<file path="config.mk">
export PLATFORM = sky130hd
export DESIGN_NAME = io_in_filter
export DESIGN_NICKNAME = d
export VERILOG_FILES = /design/src/rtl/io_in_filter_pkg.sv /design/src/rtl/io_debounce_bit.sv /design/src/rtl/io_in_filter.sv
export SDC_FILE = /design/constraint.sdc
export NUM_CORES = 1
export LEC_CHECK = 0
export CAP_MARGIN = 20
export CORE_ASPECT_RATIO = 0.6
export CORE_MARGIN = 4
export CORE_UTILIZATION = 50
export DETAILED_ROUTE_END_ITERATION = 10
export GPL_TIMING_DRIVEN = 0
export PLACE_DENSITY = 0.84
export REMOVE_ABC_BUFFERS = 1
export SLEW_MARGIN = 20
export SYNTH_ARGS = -nofsm -noshare
export SYNTH_HDL_FRONTEND = slang
export SYNTH_SLANG_ARGS = --single-unit
</file>
<file path="constraint.sdc">
create_clock -name clk -period 1.9 [get_ports clk]
set_clock_uncertainty 0.2 [all_clocks]
set_input_delay 0.285 -clock clk [delete_from_list [all_inputs] [get_ports clk]]
set_output_delay 0.285 -clock clk [all_outputs]
set_load 0.05 [all_outputs]
</file>
<file path="src/rtl/io_in_filter_pkg.sv">
// Shared constants and helpers for the input-pin conditioning block.
package io_in_filter_pkg;

    localparam int IO_PIN_WIDTH            = 32;
    localparam int DEFAULT_SYNC_STAGES     = 2;
    localparam int DEFAULT_DEBOUNCE_CYCLES = 16;

    // Stability counter width; a single-cycle debounce still needs one bit.
    function automatic int cntWidth(input int cycles);
        return (cycles > 1) ? $clog2(cycles) : 1;
    endfunction

endpackage

</file>
<file path="src/rtl/io_debounce_bit.sv">
// One input bit: flop-chain synchroniser, saturating stability counter,
// accepted stable value and registered rise/fall pulses.
module io_debounce_bit
    import io_in_filter_pkg::*;
#(
    parameter int   SYNC_STAGES     = DEFAULT_SYNC_STAGES,
    parameter int   DEBOUNCE_CYCLES = DEFAULT_DEBOUNCE_CYCLES,
    parameter logic RESET_BIT       = 1'b0
) (
    input  logic clk,
    input  logic rstn,
    input  logic pin_i,
    output logic stable_o,
    output logic rise_o,
    output logic fall_o
);

    localparam int             CW      = cntWidth(DEBOUNCE_CYCLES);
    localparam logic [CW-1:0]  CNT_MAX = CW'(DEBOUNCE_CYCLES - 1);

    logic [SYNC_STAGES-1:0] sync_q;
    logic [CW-1:0]          cnt_q, cnt_d;
    logic                   stable_q, stable_d;
    logic                   rise_q, rise_d;
    logic                   fall_q, fall_d;
    logic                   syn;

    assign syn = sync_q[SYNC_STAGES-1];

    always_ff @(posedge clk or negedge rstn) begin
        if (!rstn) begin
            sync_q <= {SYNC_STAGES{RESET_BIT}};
        end else begin
            sync_q <= {sync_q[SYNC_STAGES-2:0], pin_i};
        end
    end

    // Any cycle where syn agrees with the stable value drops all accumulated credit.
    always_comb begin
        cnt_d    = '0;
        stable_d = stable_q;
        rise_d   = 1'b0;
        fall_d   = 1'b0;
        if (syn != stable_q) begin
            if (cnt_q == CNT_MAX) begin
                stable_d = syn;
                rise_d   = syn;
                fall_d   = ~syn;
            end else begin
                cnt_d = cnt_q + CW'(1);
            end
        end
    end

    always_ff @(posedge clk or negedge rstn) begin
        if (!rstn) begin
            cnt_q    <= '0;
            stable_q <= RESET_BIT;
            rise_q   <= 1'b0;
            fall_q   <= 1'b0;
        end else begin
            cnt_q    <= cnt_d;
            stable_q <= stable_d;
            rise_q   <= rise_d;
            fall_q   <= fall_d;
        end
    end

    assign stable_o = stable_q;
    assign rise_o   = rise_q;
    assign fall_o   = fall_q;

endmodule

</file>
<file path="src/rtl/io_in_filter.sv">
// Conditions raw FPGA pins for io.io_in: per-bit sync, debounce, edge pulses.
// Optional sticky edge flags with write-one-to-clear when IO_EDGE_LATCH_EN is defined.
module io_in_filter
    import io_in_filter_pkg::*;
#(
    parameter int               WIDTH           = IO_PIN_WIDTH,
    parameter int               SYNC_STAGES     = DEFAULT_SYNC_STAGES,
    parameter int               DEBOUNCE_CYCLES = DEFAULT_DEBOUNCE_CYCLES,
    parameter logic [WIDTH-1:0] RESET_VAL       = '0
) (
    input  logic             clk,
    input  logic             rstn,
    input  logic [WIDTH-1:0] pins_in,
    output logic [WIDTH-1:0] io_in,
    output logic [WIDTH-1:0] rise,
    output logic [WIDTH-1:0] fall,
    input  logic [WIDTH-1:0] edge_clr,
    output logic [WIDTH-1:0] edge_flags
);

    for (genvar i = 0; i < WIDTH; i++) begin : g_bit
        io_debounce_bit #(
            .SYNC_STAGES    (SYNC_STAGES),
            .DEBOUNCE_CYCLES(DEBOUNCE_CYCLES),
            .RESET_BIT      (RESET_VAL[i])
        ) u_bit (
            .clk     (clk),
            .rstn    (rstn),
            .pin_i   (pins_in[i]),
            .stable_o(io_in[i]),
            .rise_o  (rise[i]),
            .fall_o  (fall[i])
        );
    end

`ifdef IO_EDGE_LATCH_EN
    logic [WIDTH-1:0] flags_q, flags_d;

    // A new pulse overrides a clear in the same cycle so no event is lost.
    always_comb begin
        flags_d = (flags_q & ~edge_clr) | rise | fall;
    end

    always_ff @(posedge clk or negedge rstn) begin
        if (!rstn) begin
            flags_q <= '0;
        end else begin
            flags_q <= flags_d;
        end
    end

    assign edge_flags = flags_q;
`else
    logic unused_edge_clr;

    assign unused_edge_clr = ^edge_clr;
    assign edge_flags      = '0;
`endif

endmodule

</file>
==> flow_metrics.py, run 1 <==
metrics = {
    "logic_synthesis": {
        "ys.flop_type": "dfrtp_1",
        "synth_edf_count": 0,
        "yosysTopAreaCellShare_pct": 61.4,
        "syn_inst": 895,
        "synth.distinct_cells": 19,
        "synthTopCellsByArea": "dfrtp_1 (61%), buf_4 (8.2%), nor3b_1 (5.9%), xnor2_1 (4.8%), ha_1 (3.4%)",
        "ys_seq_area_share_pct": 61.4,
        "yosysMostFrequentCell": "dfrtp_1",
        "synth_area_leader_cell": "dfrtp_1",
        "async_reset_ff_share_pct": 100,
        "synth_commonest_cells": "dfrtp_1 (288), buf_4 (128), nor3b_1 (93)",
        "syn_avg_cell_area_sq_um": 13.1,
        "yosysWarnings": 0,
        "ys_ff_latch": 288,
        "syn_area_sq_mm": 0.0117,
    },
    "clocking": {
        "root_buffer": "clkbuf_16",
        "cts_tree": "yes",
        "htreeDepth": 1,
        "cts_buffers": 26,
        "clock_path_buffers": 3,
        "clock_latency_ns": 0.52,
        "clock-sinks": 288,
        "clk_pin_slew_worst_paths_ns": 0.06,
        "post-cts-setup-buffer-count": 0,
    },
    "setup_path": {
        "crit-reg2reg-capture": "g_bit[31].u_bit.stable_o",
        "cp-start-kind": "flip-flop",
        "reg2reg_from": "g_bit[31].u_bit.cnt_q[0]",
        "cp_num_buf_inv": 1,
        "worstPathMaxFanout": 1,
        "worstPathArrival_ns": 1.37,
        "slowest_stage": "dlygate4sd2_1",
        "critPathKind": "reg -> out",
        "required_ns": 1.41,
        "path_delay_family": "buffers and inverters",
        "end_kind": "primary output",
        "ff2ff_setup_slack_ns": 0.40,
        "max_stage_delay_ns": 0.52,
        "rr_worst_depth": 3,
        "crit_chain": "dlygate4sd2_1",
    },
    "placed_design": {
        "portBuffers": 129,
        "dp_hpwl_um": 12500,
        "place_congestion": 0.729,
    },
    "cells_and_area": {
        "num-fill-cells": 1718,
        "final_util_pct": 59.6,
        "final-seq-area_sq_mm": 0.00721,
        "area_growth_pct": 17.3,
        "drive_gt1_share_pct": 15.3,
        "nNetsFinal": 1087,
        "multiInputGateArea_sq_mm": 0.00357,
        "n_antenna_cell": 0,
    },
    "sta": {
        "setup_violations": 0,
        "fin_tns_setup_ns": 0,
        "rsz0062_at_grt": "no",
        "relSlewSlack_pct": 66.2,
        "worstMarginPinSlew_ns": 0.510,
        "final-hold-violation-count": 0,
        "fin_crit_ns": 1.85,
        "final_max_slew_viol_count": 0,
        "finalCritPeriodShare_pct": 97.5,
        "max_freq_ghz": 0.540,
    },
    "global_routing": {
        "track_usage_pct": 14.6,
        "grt_max_degree": 98,
        "grt_pass1_wl_um": 31900,
        "antenna_found_initial": 0,
        "grt_remaining_overflow": 0,
        "grt_pass1_vias": 6503,
    },
    "drt": {
        "remaining_drc_errors": 0,
        "drtPass1Iterations": 4,
        "vias": 6389,
        "viasPerCell": 4.84,
        "routed_wl_um": 18800,
        "drtIter0Drc": 322,
        "wl_per_cell_um": 14.3,
        "postRouteAntennaNets": 0,
    },
    "floorplan": {
        "dieHeight_um": 127,
        "io_pins": 194,
        "rows": 43,
        "start_util_pct": 50.9,
        "core_area_sq_mm": 0.0231,
        "die_area_sq_mm": 0.0261,
        "die_x_um": 206,
    },
    "outcome": {
        "outcome": "complete, no violations",
    },
    "hold_path": {
        "min_from": "pins_in[5]",
        "min_to": "g_bit[5].u_bit.sync_q[0]",
        "hold_class": "in -> reg",
        "min_path_cells": 1,
    },
    "power_and_ir_drop": {
        "p_leak_nw": 6.05,
        "power.density_mw_per_mm2": 927,
        "max-vdd-ir-drop_uv": 690,
    },
    "job": {
        "maxCapViolations": 0,
    },
}
==> worst max path at each step <==
stage                                  start                        to  slack (ns)  depth (start not counted)
finish                g_bit[13].u_bit.fall_o                  fall[13]        0.05                          1
global route          g_bit[19].u_bit.fall_o                  fall[19]      0.0002                          1
CTS                    g_bit[7].u_bit.rise_o                   rise[7]       0.001                          1
detailed placement   g_bit[6].u_bit.stable_o                  io_in[6]        0.12                          1
global placement                        rstn    g_bit[19].u_bit.fall_o      -11.74                          1
floorplan           g_bit[27].u_bit.stable_o  g_bit[27].u_bit.cnt_q[1]        0.49                          2
==> layout make-up <==
cell class,instances,area share (%)
Clock buffer,37,5.54
Timing Repair Buffer,163,11.6
Tap cell,315,2.86
Clock inverter,8,0.864
Sequential cell,288,52.4
Multi-Input combinational cell,479,25.9
Inverter,31,0.845
==> per-stage QoR <==
stage          instances  hold WS [ns]  setup WS [ns]  total power [mW]  cell area, sq um
6_report            1321        0.0194         0.0482              12.8             13800
4_1_cts             1319       0.00369        0.00110              12.9             13800
3_5_place_dp        1245        0.0235          0.122              7.46             12700
3_3_place_gp        1242         0.132         -11.74              7.41             12600
2_1_floorplan        798        -0.211          0.492              7.14             10900
5_1_grt             1321        0.0101       0.000218              13.3             13800
==> where the power goes <==
group / internal, mW / total (mW) / switching (mW) / leakage [nW]
registers: 6.37 / 6.60 / 0.228 / 3.79
clock network: 3.19 / 5.36 / 2.17 / 0.437
logic: 0.344 / 0.805 / 0.461 / 1.82
==> metal layers <==
layer | vias to the layer above | share of wire [%] | GRT usage (%)
met3 | 27 | 5.5 | 3.91
li1 | 3093 | - | -
met5 | - | 0 | 0
met1 | 3159 | 46 | 20.6
met4 | 0 | 1.7 | 2.74
met2 | 110 | 47 | 23.2
==> repair_timing <==
action | in CTS | in global routing
endpoints found under the setup margin | 96 | 62
resized for setup | 181 | 74
hold buffers | 29 | 2
hold endpoints to repair | 219 | 2
==> cell usage in the layout (no fill, tap or decap), types with 4 or more instances in the layout <==
master and n:
nor3b_1 93, dlygate4sd2_1 8, conb_1 32, nor2b_1 29, clkbuf_8 5, dfrtp_1 288
xnor2_1 64, nor2_1 32, nand3_2 32, clkdlybuf4s15_1 39, ha_1 32, clkinv_2 4
dlygate4sd3_1 31, inv_1 31, nand4b_1 31, clkbuf_2 14, a21oi_1 62, a311oi_1 4
clkdlybuf4s18_2 6, clkbuf_1 5, clkdlybuf4s15_2 21, mux2_2 29, buf_2 8, clkbuf_16 27
o21ai_0 31, clkdlybuf4s50_1 32
==> sequential cells by signal (all words and copies together), names as in the netlist <==
register and count:
g_bit.u_bit.cnt_q 128, g_bit.u_bit.fall_o 32, g_bit.u_bit.rise_o 32, g_bit.u_bit.stable_o 32, g_bit.u_bit.sync_q 64
==> kinds of logic after synthesis <==
| kind of cell | after synthesis | share of synthesized area (%) |
|---|---|---|
| flip-flops | 288 | 61.4 |
| AO/OA/AOI/OAI | 99 | 4.38 |
| XOR/XNOR | 64 | 4.78 |
| buffers and inverters | 159 | 9.18 |
| other | 1 | 0.0319 |
| adder cells (fa/ha/maj) | 32 | 3.41 |
| AND/OR/NAND/NOR | 220 | 13.8 |
| multiplexers | 32 | 3.07 |
Power figures use the tool's default switching activity.
==> run 2: changes to the inputs <==
- ABC_AREA: not set -> 1
- SKIP_CTS_REPAIR_TIMING: not set -> 1
==> flow_metrics.py, run 2 <==
metrics = {
    "sta": {
        "fin_crit_ns": 1.85,
        "setup_violations": 0,
        "rsz0062_at_grt": "no",
        "final_max_slew_viol_count": 0,
        "worstMarginPinSlew_ns": 0.584,
        "finalCritPeriodShare_pct": 97.2,
        "timing.final.ws_setup_ns": 0.0535,
        "max_freq_ghz": 0.542,
        "relSlewSlack_pct": 61.0,
        "final-hold-violation-count": 0,
        "fin_tns_setup_ns": 0,
        "whs_ns": 0.0516,
    },
    "setup_path": {
        "rr_worst_depth": 4,
        "end_kind": "primary output",
        "max_stage_delay_ns": 0.44,
        "cp_num_buf_inv": 1,
        "path_delay_family": "buffers and inverters",
        "worstPathMaxFanout": 4,
        "cp-start-kind": "flip-flop",
        "reg2reg_from": "g_bit[27].u_bit.cnt_q[0]",
        "required_ns": 1.41,
        "worstPathArrival_ns": 1.36,
        "crit-reg2reg-capture": "g_bit[27].u_bit.cnt_q[0]",
        "ff2ff_setup_slack_ns": 0.60,
        "critPathKind": "reg -> out",
        "slowest_stage": "dlymetal6s2s_1",
        "crit_chain": "dlymetal6s2s_1",
    },
    "floorplan": {
        "dieHeight_um": 127,
        "die_area_sq_mm": 0.0263,
        "start_util_pct": 51.2,
        "die_x_um": 207,
        "core_area_sq_mm": 0.0232,
        "rows": 43,
        "io_pins": 194,
    },
    "clocking": {
        "clk_pin_slew_worst_paths_ns": 0.06,
        "cts_buffers": 26,
        "clock_path_buffers": 3,
        "clock-sinks": 288,
        "root_buffer": "clkbuf_16",
        "htreeDepth": 1,
        "cts_tree": "yes",
        "clock_latency_ns": 0.53,
    },
    "cells_and_area": {
        "layout_common_cells": "dfrtp_1 (288), nand2_1 (222), nor2_1 (190)",
        "area_growth_pct": 18.3,
        "n_antenna_cell": 0,
        "largest_reg_flops": 128,
        "layout_commonest_cell": "dfrtp_1",
        "stdcell_count": 1613,
        "nNetsFinal": 1376,
        "drive_gt1_share_pct": 8.55,
        "top_register": "g_bit.u_bit.cnt_q",
        "reg_top3": "g_bit.u_bit.cnt_q (128), g_bit.u_bit.sync_q (64)",
    },
    "logic_synthesis": {
        "yosysMostFrequentCell": "dfrtp_1",
        "synth_edf_count": 0,
        "ys_seq_area_share_pct": 60.8,
        "ys.flop_type": "dfrtp_1",
        "ys_ff_latch": 288,
        "synth_commonest_cells": "dfrtp_1 (288), nand2_1 (222), nor2_1 (190)",
        "synthTopCellsByArea": "dfrtp_1 (61%), buf_4 (8.1%), nand2_1 (7.0%), nor2_1 (6.0%), inv_1 (5.0%)",
        "synth.distinct_cells": 15,
        "async_reset_ff_share_pct": 100,
        "synth_area_leader_cell": "dfrtp_1",
        "yosysWarnings": 0,
        "syn_area_sq_mm": 0.0119,
        "syn_avg_cell_area_sq_um": 10.0,
        "yosysTopAreaCellShare_pct": 60.8,
        "syn_inst": 1183,
    },
    "placed_design": {
        "place_inst": 1533,
        "place_worst_setup_slack_ns": 0.166,
        "place_congestion": 0.760,
        "dp_hpwl_um": 14100,
        "portBuffers": 129,
    },
    "global_routing": {
        "grt_max_degree": 90,
        "antenna_found_initial": 0,
        "grt_pass1_wl_um": 34100,
        "grt_pass1_vias": 7215,
        "grt_remaining_overflow": 0,
        "track_usage_pct": 15.5,
    },
    "power_and_ir_drop": {
        "power.density_mw_per_mm2": 918,
        "p_leak_nw": 8.13,
        "power_mw": 12.9,
        "max-vdd-ir-drop_uv": 704,
    },
    "hold_path": {
        "min_from": "pins_in[24]",
        "min_to": "g_bit[24].u_bit.sync_q[0]",
        "hold_class": "in -> reg",
        "min_path_cells": 1,
    },
    "outcome": {
        "outcome": "complete, no violations",
    },
    "drt": {
        "postRouteAntennaNets": 0,
        "remaining_drc_errors": 0,
        "vias": 7340,
        "drtIter0Drc": 389,
        "drtPass1Iterations": 4,
        "viasPerCell": 4.55,
        "wl_per_cell_um": 12.9,
        "routed_wl_um": 20800,
    },
    "job": {
        "maxCapViolations": 0,
    },
}
run 2: cell types whose count changed after synthesis, moves of 4 or more:
cell / delta
nand2_1: +222
nor2_1: +158
inv_1: +127
nor3b_1: -93
a21oi_1: -62
nand3_1: +32
nand4_1: +32
o21ai_1: +32
xnor2_1: -32
nand4b_1: -31
o21ai_0: -31
mux2_2: -29
nor2b_1: -29
a311oi_1: -4
run 2: kinds of logic (layout without fill, tap and decap cells):
family,count (synthesis),count (layout),share of synthesized area (%)
simple gates,510,510,18.9
flops,288,288,60.8
buf+inv,286,370,13.1
compound gates,34,34,1.49
fa+ha+maj,32,32,3.38
xor+xnor,32,32,2.36
other cells,1,32,0.0316
run 2: stage by stage:
stage	cell area [sq um]	util, %
after floorplan	11000	-
after global placement	12700	54.8
after detailed placement	12800	55.2
after CTS	13700	59.1
after global routing	14000	60.5
final	14000	60.5
run 2: worst max path at each step:
stage / startpoint / end / slack, ns / cells past startpoint
after global routing: g_bit[25].u_bit.stable_o / io_in[25] / 0.003 / 1
after CTS: g_bit[5].u_bit.stable_o / io_in[5] / -0.45 / 1
final: g_bit[25].u_bit.stable_o / io_in[25] / 0.05 / 1
after global placement: rstn / g_bit[3].u_bit.cnt_q[1] / -11.81 / 1
after detailed placement: g_bit[5].u_bit.stable_o / io_in[5] / 0.17 / 1
after floorplan: g_bit[31].u_bit.stable_o / g_bit[31].u_bit.cnt_q[3] / 0.57 / 5
run 2: area by class of cell:
type / instances / area, sq um
Clock buffer: 36 / 749
Clock inverter: 12 / 154
Fill cell: 1771 / 9150
Inverter: 158 / 593
Multi-Input combinational cell: 640 / 3220
Sequential cell: 288 / 7210
Tap cell: 315 / 394
Timing Repair Buffer: 164 / 1720
run 2: routing by layer:
layer,share of wire (%),global-route usage (%),vias up
met5,0,0,-
met2,47,24.8,153
met1,45,21.1,3471
li1,-,-,3676
met4,1.9,3.15,0
met3,6.4,5.12,40
run 2: where the power goes:
group | switching, mW | internal, mW
Sequential | 0.204 | 6.37
Clock | 2.29 | 3.19
Combinational | 0.529 | 0.314
==> run 3: changes to the inputs <==
- CORE_ASPECT_RATIO: 0.6 -> 1.4
- MAX_ROUTING_LAYER: not set -> met4
==> flow_metrics.py, run 3 (synthesized netlist as in run 2, its figures left out) <==
metrics = {
    "cells_and_area": {
        "stdcell_count": 1607,
        "final-seq-area_sq_mm": 0.00721,
        "reg_top3": "g_bit.u_bit.cnt_q (128), g_bit.u_bit.sync_q (64)",
        "top_register": "g_bit.u_bit.cnt_q",
        "area_growth_pct": 19.1,
        "layout_commonest_cell": "dfrtp_1",
        "drive_gt1_share_pct": 8.24,
        "final_util_pct": 60.7,
        "multiInputGateArea_sq_mm": 0.00322,
        "layout_common_cells": "dfrtp_1 (288), nand2_1 (222), nor2_1 (190)",
        "num-fill-cells": 1832,
        "nNetsFinal": 1374,
        "largest_reg_flops": 128,
    },
    "power_and_ir_drop": {
        "p_leak_nw": 8.33,
        "power_mw": 13.1,
        "power.density_mw_per_mm2": 925,
        "max-vdd-ir-drop_uv": 642,
    },
    "placed_design": {
        "place_congestion": 0.776,
        "portBuffers": 129,
        "dp_hpwl_um": 13100,
        "place_worst_setup_slack_ns": 0.144,
        "place_inst": 1524,
    },
    "clocking": {
        "htreeDepth": 1,
        "clock_path_buffers": 3,
        "clock-sinks": 288,
        "clk_pin_slew_worst_paths_ns": 0.06,
        "root_buffer": "clkbuf_16",
        "cts_tree": "yes",
        "clock_latency_ns": 0.53,
        "cts_buffers": 28,
    },
    "setup_path": {
        "cp-start-kind": "flip-flop",
        "worstPathMaxFanout": 4,
        "required_ns": 1.41,
        "end_kind": "primary output",
        "worstPathArrival_ns": 1.36,
        "max_stage_delay_ns": 0.44,
        "crit_chain": "dlymetal6s2s_1",
        "cp_num_buf_inv": 1,
        "slowest_stage": "dlymetal6s2s_1",
        "path_delay_family": "buffers and inverters",
        "critPathKind": "reg -> out",
    },
    "drt": {
        "drtIter0Drc": 311,
        "routed_wl_um": 20400,
        "vias": 7519,
        "postRouteAntennaNets": 0,
        "wl_per_cell_um": 12.7,
        "remaining_drc_errors": 0,
        "viasPerCell": 4.68,
        "drtPass1Iterations": 4,
    },
    "sta": {
        "relSlewSlack_pct": 61.5,
        "setup_violations": 0,
        "timing.final.ws_setup_ns": 0.0545,
        "fin_crit_ns": 1.85,
        "final_max_slew_viol_count": 0,
        "final-hold-violation-count": 0,
        "worstMarginPinSlew_ns": 0.576,
        "max_freq_ghz": 0.542,
        "finalCritPeriodShare_pct": 97.1,
    },
    "floorplan": {
        "start_util_pct": 50.9,
        "rows": 66,
        "die_area_sq_mm": 0.0263,
        "core_area_sq_mm": 0.0233,
        "die_x_um": 138,
        "io_pins": 194,
        "dieHeight_um": 190,
    },
    "hold_path": {
        "hold_class": "in -> reg",
    },
    "global_routing": {
        "grt_max_degree": 103,
        "grt_pass1_vias": 7554,
        "grt_pass1_wl_um": 33300,
        "track_usage_pct": 15.3,
        "grt_remaining_overflow": 0,
        "antenna_found_initial": 2,
    },
    "outcome": {
        "outcome": "complete, no violations",
    },
    "job": {
        "maxCapViolations": 0,
    },
}
## run 3: cell types whose count changed in the layout (fill, tap and decap cells not counted), sizes merged
cell,change
dlymetal6s2s,+10
diode,+3
clkinvlp,-2
dlygate4sd3,-4
clkinv,+6
clkbuf,-10
## run 3: power breakdown
part           internal [mW]  leakage, nW  switching [mW]
Sequential              6.37         3.79           0.207
Clock                   3.36        0.487            2.29
Combinational          0.307         4.05           0.523
Total                   10.0         8.33            3.03
## run 3: cell type report
cell class,instances,share of cell area (%)
clock buffer,36,5.61
clock inverter,16,1.20
timing repair buffer,160,12.4
multi-input combinational,640,22.8
inverter,158,4.20
antenna,3,0.0531
tap,306,2.71
sequential,288,51.0
## run 3: final timing paths
| check | start | slack, ns | depth (start not counted) | endpoint |
|---|---|---|---|---|
| worst max register to register | g_bit[2].u_bit.cnt_q[0] | 0.59 | 4 | g_bit[2].u_bit.stable_o |
| worst min register to register | g_bit[5].u_bit.sync_q[0] | 0.15 | 0 | g_bit[5].u_bit.sync_q[1] |
| worst max-delay path | g_bit[8].u_bit.stable_o | 0.05 | 1 | io_in[8] |
| max in group asynchronous | rstn | 0.48 | 4 | g_bit[5].u_bit.sync_q[0] |
| worst min-delay path | pins_in[11] | 0.009 | 1 | g_bit[11].u_bit.sync_q[0] |
| min in group asynchronous | rstn | 0.18 | 3 | g_bit[8].u_bit.stable_o |
## run 3: stage by stage
| stage | hold slack [ns] | area, sq um | setup TNS [ns] |
|---|---|---|---|
| after floorplan | -0.211 | 11000 | 0 |
| after global placement | 0.132 | 12700 | -3309.98 |
| final | 0.00886 | 14100 | 0 |
| after global routing | 0.000817 | 14100 | -0.00311 |
| after detailed placement | -0.114 | 12800 | 0 |
| after CTS | -0.683 | 13700 | -29.41 |
## run 3: layer usage
metal	global-route usage [%]	share of wire (%)
met1	16.1	37
met2	28.7	56
met3	3.16	4.4
met4	4.71	2.3
met5	-	0
